==> src/rtl/sc_frog_position_reg.sv <==
// Frog position register: executes point-FSM move commands, tracks row/column, scores goals, respawns.
// Latency: one cycle from sampled command to updated registered outputs.
// Backpressure: none. Every cycle with a low command is one move, and all commands are ignored while in GOAL.
//
// Ports:
//   SC_FROGPOSITION_CLOCK_50           clock
//   SC_FROGPOSITION_RESET_InLow        async reset, active-low
//   SC_FROGPOSITION_load0_InLow        move down one row (active-low)
//   SC_FROGPOSITION_load1_InLow        move up one row (active-low)
//   SC_FROGPOSITION_shiftselection_In  01 left, 10 right, 00/11 hold
//   SC_FROGPOSITION_clear_InLow        sync respawn + score clear (active-low)
//   SC_FROGPOSITION_row_Out            row index, 0 = bottom/start row
//   SC_FROGPOSITION_column_Out         one-hot column
//   SC_FROGPOSITION_firstreg_OutLow    0 when row==0
//   SC_FROGPOSITION_goal_OutHigh       1 while the goal display is held
//   SC_FROGPOSITION_score_Out          goals reached, saturating at 255
module sc_frog_position_reg #(
   parameter int ROWS             = 8,
   parameter int COLS             = 8,
   parameter int START_COL        = 3,
   parameter int GOAL_HOLD_CYCLES = 50000000
) (
   input  logic                    SC_FROGPOSITION_CLOCK_50,
   input  logic                    SC_FROGPOSITION_RESET_InLow,
   input  logic                    SC_FROGPOSITION_load0_InLow,
   input  logic                    SC_FROGPOSITION_load1_InLow,
   input  logic [1:0]              SC_FROGPOSITION_shiftselection_In,
   input  logic                    SC_FROGPOSITION_clear_InLow,
   output logic [$clog2(ROWS)-1:0] SC_FROGPOSITION_row_Out,
   output logic [COLS-1:0]         SC_FROGPOSITION_column_Out,
   output logic                    SC_FROGPOSITION_firstreg_OutLow,
   output logic                    SC_FROGPOSITION_goal_OutHigh,
   output logic [7:0]              SC_FROGPOSITION_score_Out
);

   localparam int RW = $clog2(ROWS);
   localparam int HW = (GOAL_HOLD_CYCLES > 1) ? $clog2(GOAL_HOLD_CYCLES) : 1;

   localparam logic [RW-1:0]   ROW_TOP   = RW'(ROWS - 1);
   localparam logic [RW-1:0]   ROW_PRE   = RW'(ROWS - 2);
   localparam logic [COLS-1:0] COL_START = COLS'(1) << START_COL;
   localparam logic [HW-1:0]   HOLD_LAST = HW'(GOAL_HOLD_CYCLES - 1);

   // Two-bit encoding so corrupted values (00/11) exist and are caught by the default arm.
   typedef enum logic [1:0] {
      PLAY = 2'b01,
      GOAL = 2'b10
   } stateT;

   stateT           state,     stateNext;
   logic [RW-1:0]   rowQ,      rowNext;
   logic [COLS-1:0] colQ,      colNext;
   logic            firstQ,    firstNext;
   logic            goalQ,     goalNext;
   logic [7:0]      scoreQ,    scoreNext;
   logic [HW-1:0]   holdQ,     holdNext;

   always_ff @(posedge SC_FROGPOSITION_CLOCK_50 or negedge SC_FROGPOSITION_RESET_InLow) begin
      if (!SC_FROGPOSITION_RESET_InLow) begin
         state  <= PLAY;
         rowQ   <= '0;
         colQ   <= COL_START;
         firstQ <= 1'b0;
         goalQ  <= 1'b0;
         scoreQ <= '0;
         holdQ  <= '0;
      end else begin
         state  <= stateNext;
         rowQ   <= rowNext;
         colQ   <= colNext;
         firstQ <= firstNext;
         goalQ  <= goalNext;
         scoreQ <= scoreNext;
         holdQ  <= holdNext;
      end
   end

   always_comb begin
      stateNext = state;
      rowNext   = rowQ;
      colNext   = colQ;
      scoreNext = scoreQ;
      holdNext  = holdQ;

      case (state)
         PLAY: begin
            if (!SC_FROGPOSITION_clear_InLow) begin
               rowNext   = '0;
               colNext   = COL_START;
               scoreNext = '0;
            end else if (!SC_FROGPOSITION_load0_InLow && !SC_FROGPOSITION_load1_InLow) begin
               // Contradictory up+down request: hold position, shift also suppressed.
            end else if (!SC_FROGPOSITION_load1_InLow) begin
               if (rowQ == ROW_PRE) begin
                  rowNext   = ROW_TOP;
                  scoreNext = (scoreQ == 8'hFF) ? scoreQ : scoreQ + 8'd1;
                  holdNext  = '0;
                  stateNext = GOAL;
               end else if (rowQ < ROW_PRE) begin
                  rowNext = rowQ + 1'b1;
               end
            end else if (!SC_FROGPOSITION_load0_InLow) begin
               if (rowQ != '0) begin
                  rowNext = rowQ - 1'b1;
               end
            end else if (SC_FROGPOSITION_shiftselection_In == 2'b01) begin
               // Saturate at the edge so the vector stays one-hot.
               if (!colQ[COLS-1]) begin
                  colNext = colQ << 1;
               end
            end else if (SC_FROGPOSITION_shiftselection_In == 2'b10) begin
               if (!colQ[0]) begin
                  colNext = colQ >> 1;
               end
            end
         end
         GOAL: begin
            if (holdQ == HOLD_LAST) begin
               rowNext   = '0;
               colNext   = COL_START;
               holdNext  = '0;
               stateNext = PLAY;
            end else begin
               holdNext = holdQ + 1'b1;
            end
         end
         default: begin
            stateNext = PLAY;
            rowNext   = '0;
            colNext   = COL_START;
            holdNext  = '0;
         end
      endcase

      // Flags are computed from next-state values so they register in step with row/state.
      firstNext = (rowNext != '0);
      goalNext  = (stateNext == GOAL);
   end

   assign SC_FROGPOSITION_row_Out         = rowQ;
   assign SC_FROGPOSITION_column_Out      = colQ;
   assign SC_FROGPOSITION_firstreg_OutLow = firstQ;
   assign SC_FROGPOSITION_goal_OutHigh    = goalQ;
   assign SC_FROGPOSITION_score_Out       = scoreQ;

endmodule
==> config.mk <==
export PLATFORM = sky130hd
export DESIGN_NAME = sc_frog_position_reg
export DESIGN_NICKNAME = d
export VERILOG_FILES = /design/src/rtl/sc_frog_position_reg.sv
export SDC_FILE = /design/constraint.sdc
export NUM_CORES = 1
export LEC_CHECK = 0
export ABC_AREA = 1
export CELL_PAD_IN_SITES_DETAIL_PLACEMENT = 2
export CELL_PAD_IN_SITES_GLOBAL_PLACEMENT = 2
export CORE_MARGIN = 5
export CORE_UTILIZATION = 37
export CTS_BUF_LIST = sky130_fd_sc_hd__clkbuf_4 sky130_fd_sc_hd__clkbuf_8
export DETAILED_ROUTE_END_ITERATION = 10
export PLACE_DENSITY_LB_ADDON = 0.25
export SYNTH_ARGS = -nofsm -noshare
export SYNTH_HDL_FRONTEND = slang
export SYNTH_SLANG_ARGS = --single-unit
==> constraint.sdc <==
create_clock -name SC_FROGPOSITION_CLOCK_50 -period 2.4 [get_ports SC_FROGPOSITION_CLOCK_50]
set_input_delay 0.24 -clock SC_FROGPOSITION_CLOCK_50 [delete_from_list [all_inputs] [get_ports SC_FROGPOSITION_CLOCK_50]]
set_output_delay 0.24 -clock SC_FROGPOSITION_CLOCK_50 [all_outputs]
set_load 0.01 [all_outputs]
==> results by group <==
Detailed routing
  • Total Wirelength: between 10 and 15 mm
  • Wire per inst: around 17 um
  • Pre-antenna DRT Iters: 6
  • Post-route ant nets: 0
  • Via density per instance: between 5 and 6
  • DR DRC count: 0
  • 1st-iter DRT viols: slightly above 70
  • Vias: 3,239

Finish
  • Fin cells: ~620
  • N_diodes: 0
  • Area delta synth->final: 16.13%
  • Nets@finish: ~520
  • Layout cells sized above 1: 10.20%

Job
  • Max-cap check violation count: 0

Placement
  • DP HPWL: 8.416 mm
  • Placer Congestion: 0.7941
  • Placed instance count: 610
  • PortBufs: 27

Power and ir drop
  • Switching fraction of total power: around 36%
  • Leak: 1.854 nW
  • VDD IR-drop max: 0.0003229 V
  • PwrDens: between 600 and 700 nW/um^2
  • Tot Pwr: approximately 2.3 mW
  • Clock power share: ~28%
  • Share of power burned in registers: about two fifths
  • Sw Pwr: approximately 840 uW
  • Cell Int Power: roughly 1.5 mW
  • Combinational share of power: 31.4%

Clock network
  • Post-CTS Repair Setup Buffers: 0
  • CTS Buf Count: 5
  • Worst skew pair latency: 0.31 ns
  • Post-CTS Hold Fix Bufs: 0
  • Clk buf depth: 2
  • Clock Sinks: ~50
  • Post_cts resized: 0
  • H-tree depth: 2
  • CTS tree: built
  • Reg clk slew, reported paths: around 0.10 ns
  • Root Driver: clkbuf_8

Yosys
  • Register bit count reported by yosys: roughly 50
  • Syn_nets: around 490
  • Synth Instances: about 470
  • Syn. warnings: 0
  • Synth unique cells: 35
  • Synth Cell Area: between 3000 and 4000 um^2
  • Syn Area/Cell: between 6 and 7 um^2
  • Post-synthesis sequential area ratio: a little under two fifths

Min path
  • Type of the most critical hold path: primary input to async pin

Global routing
  • Largest net degree at the start of global routing: 30
  • Vias in the first global route: approximately 3,600
  • GRT Total Usage: 20.04%
  • Grt ovf: 0
  • Initial antenna violation count: 0
  • Global-route wire length before repair: 17.88 mm

Floorplanning
  • Io pins: 28
  • Die Wd: 104.1 um
  • Starting Density: between 30% and 40%
  • Die footprint: roughly 11,000 um^2
  • Die Y: about 100 um
  • Site Rows: 34
  • Core Area: between 8000 and 9000 um^2

Worst setup path
  • Worst-path cell chain: inv_1 > ha_1 > nand2_2 > inv_2 > nand4_2 > nand2_2 > nand4_1 > nor2_1 > nand2_1 > nand2_1 > nor2_1
  • Slowest cell on crit path: dfrtp_1
  • Largest stage delay on the critical path: 0.43 ns
  • Critical path launch point type: flip-flop
  • Reg-to-reg slack, setup: ~0.34 ns
  • CP Capture Type: flip-flop
  • WP data required: around 2.6 ns
  • WP data arrival: 2.26 ns
  • Delay-heaviest family, CP: simple AND/OR/NAND/NOR gates
  • WS Path Type: flip-flop to flip-flop
  • WP buf/inv: 2
  • CP max FO: 14

Timing
  • Unrepaired setup endpoints after global routing: no
  • Final Hold Fails: 10
  • Setup TNS: 0 ns
  • Hold_ws: -0.009920 ns
  • Minimum clock period after layout: just over 2 ns
  • # setup viols final: 0
  • Relative slew margins: slightly below 50%
  • Least-Margin Pin Slew: just under 0.8 ns
  • Achievable Freq: about 0.5 GHz
  • Slew Viols, Final: 0
  • Worst Clk Skew: ~0.011 ns
  • Part of the cycle the worst path needs: a little under nine tenths

Status
  • Failing checks: negative hold slack
  • Status: complete, but fails checks
[worst register-to-register path, cell delays in order (launching register included)]
cell and delay [ns]:
dfrtp_1 0.43, inv_1 0.17, ha_1 0.19, nand2_2 0.08, inv_2 0.07, nand4_2 0.09
nand2_2 0.32, nand4_1 0.23, nor2_1 0.18, nand2_1 0.08, nand2_1 0.07, nor2_1 0.04
[synth_stat cells (all sizes together)]
master,count,area share (%)
a21oi,18,3.2
a31o,1,0.27
buf,3,0.80
clkbuf,1,0.11
clkinv,2,0.23
dfrtp,47,36
dfstp,2,1.6
ha,7,2.7
inv,62,7.1
nand2,157,19
nand3,41,6.3
nand4,19,4.5
nor2,72,9.8
nor3,7,1.4
nor3b,1,0.23
nor4,1,0.19
o211ai,1,0.23
o21ai,21,3.2
o21bai,1,0.23
o31ai,1,0.23
xnor2,1,0.27
xor2,8,2.1
[power by group through the flow]
stage          Sequential, mW  Clock, mW  Combinational, mW
4_1_cts                 0.933      0.672              0.734
3_5_place_dp            0.948          0              0.727
6_report                0.931      0.651              0.725
2_1_floorplan           0.952          0              0.442
5_1_grt                 0.940      0.707              0.806
3_3_place_gp            0.946          0              0.691
[worst paths after layout]
| check | cells past startpoint | end | from |
|---|---|---|---|
| max | 11 | holdQ[19] | SC_FROGPOSITION_row_Out[0] |
| min reg2reg | 2 | SC_FROGPOSITION_column_Out[3] | SC_FROGPOSITION_column_Out[3] |
| min in group SC_FROGPOSITION_CLOCK_50 | 2 | SC_FROGPOSITION_column_Out[3] | SC_FROGPOSITION_column_Out[3] |
| min | 1 | holdQ[9] | SC_FROGPOSITION_RESET_InLow |
| max reg2reg | 11 | holdQ[19] | SC_FROGPOSITION_row_Out[0] |
| max in group asynchronous | 2 | state[0] | SC_FROGPOSITION_RESET_InLow |
[stage by stage]
stage               area, um^2  util (%)  worst slack (ns)
global route              3802     43.81            0.1768
detailed placement        3682     42.43            0.3437
floorplan                 3274         -            0.7448
global placement          3682     42.43            0.4291
CTS                       3802     43.81            0.3269
finish                    3802     43.81            0.3415
[layout by cell type (no fill, tap or decap), drive strengths merged]
| master | count |
|---|---|
| dfrtp | 47 |
| xnor2 | 1 |
| nand2 | 157 |
| o21ai | 21 |
| o211ai | 1 |
| nor3 | 7 |
| a31o | 1 |
| dfstp | 2 |
| xor2 | 8 |
| bufinv | 1 |
| nor2 | 72 |
| inv | 62 |
| nand4 | 19 |
| buf | 6 |
| nand3 | 41 |
| a21oi | 18 |
| o21bai | 1 |
| nor4 | 1 |
| nor3b | 1 |
| clkinv | 2 |
| o31ai | 1 |
| clkdlybuf4s50 | 26 |
| clkbuf | 7 |
| ha | 7 |
[registers in the layout, indices dropped and copies added (netlist names)]
signal                           count
SC_FROGPOSITION_column_Out           8
holdQ                               26
SC_FROGPOSITION_firstreg_OutLow      1
SC_FROGPOSITION_row_Out              3
state                                2
SC_FROGPOSITION_goal_OutHigh         1
SC_FROGPOSITION_score_Out            8
[final cells by class]
type	count	area, um^2
multi-input combinational	357	1775
clock buffer	7	90.09
clock inverter	1	30.03
timing repair buffer	32	302.8
tap	108	135.1
sequential	49	1229
inverter	64	240.2
fill	1070	4876
[metal layers]
| layer | part of all wire [%] | wire length (um) | GRT usage [%] | vias to the layer above |
|---|---|---|---|---|
| li1 | - | - | - | 1572 |
| met1 | 42 | 4517 | 23.18 | 1632 |
| met2 | 55 | 5903 | 38.93 | 27 |
| met3 | 1.5 | 164 | 2.110 | 8 |
| met4 | 1.1 | 122 | 4.810 | 0 |
| met5 | 0 | 0 | 0 | - |
[cell families after synthesis]
kind of cell / share of synthesized area [%]
DFF: 37.52
buffers and inverters: 8.254
and+or+nand+nor: 41.77
AOI/OAI and AO/OA: 7.375
xor gates and xnor gates: 2.407
adders and majority gates: 2.675
Note: power is estimated with default switching activity, not from simulation.
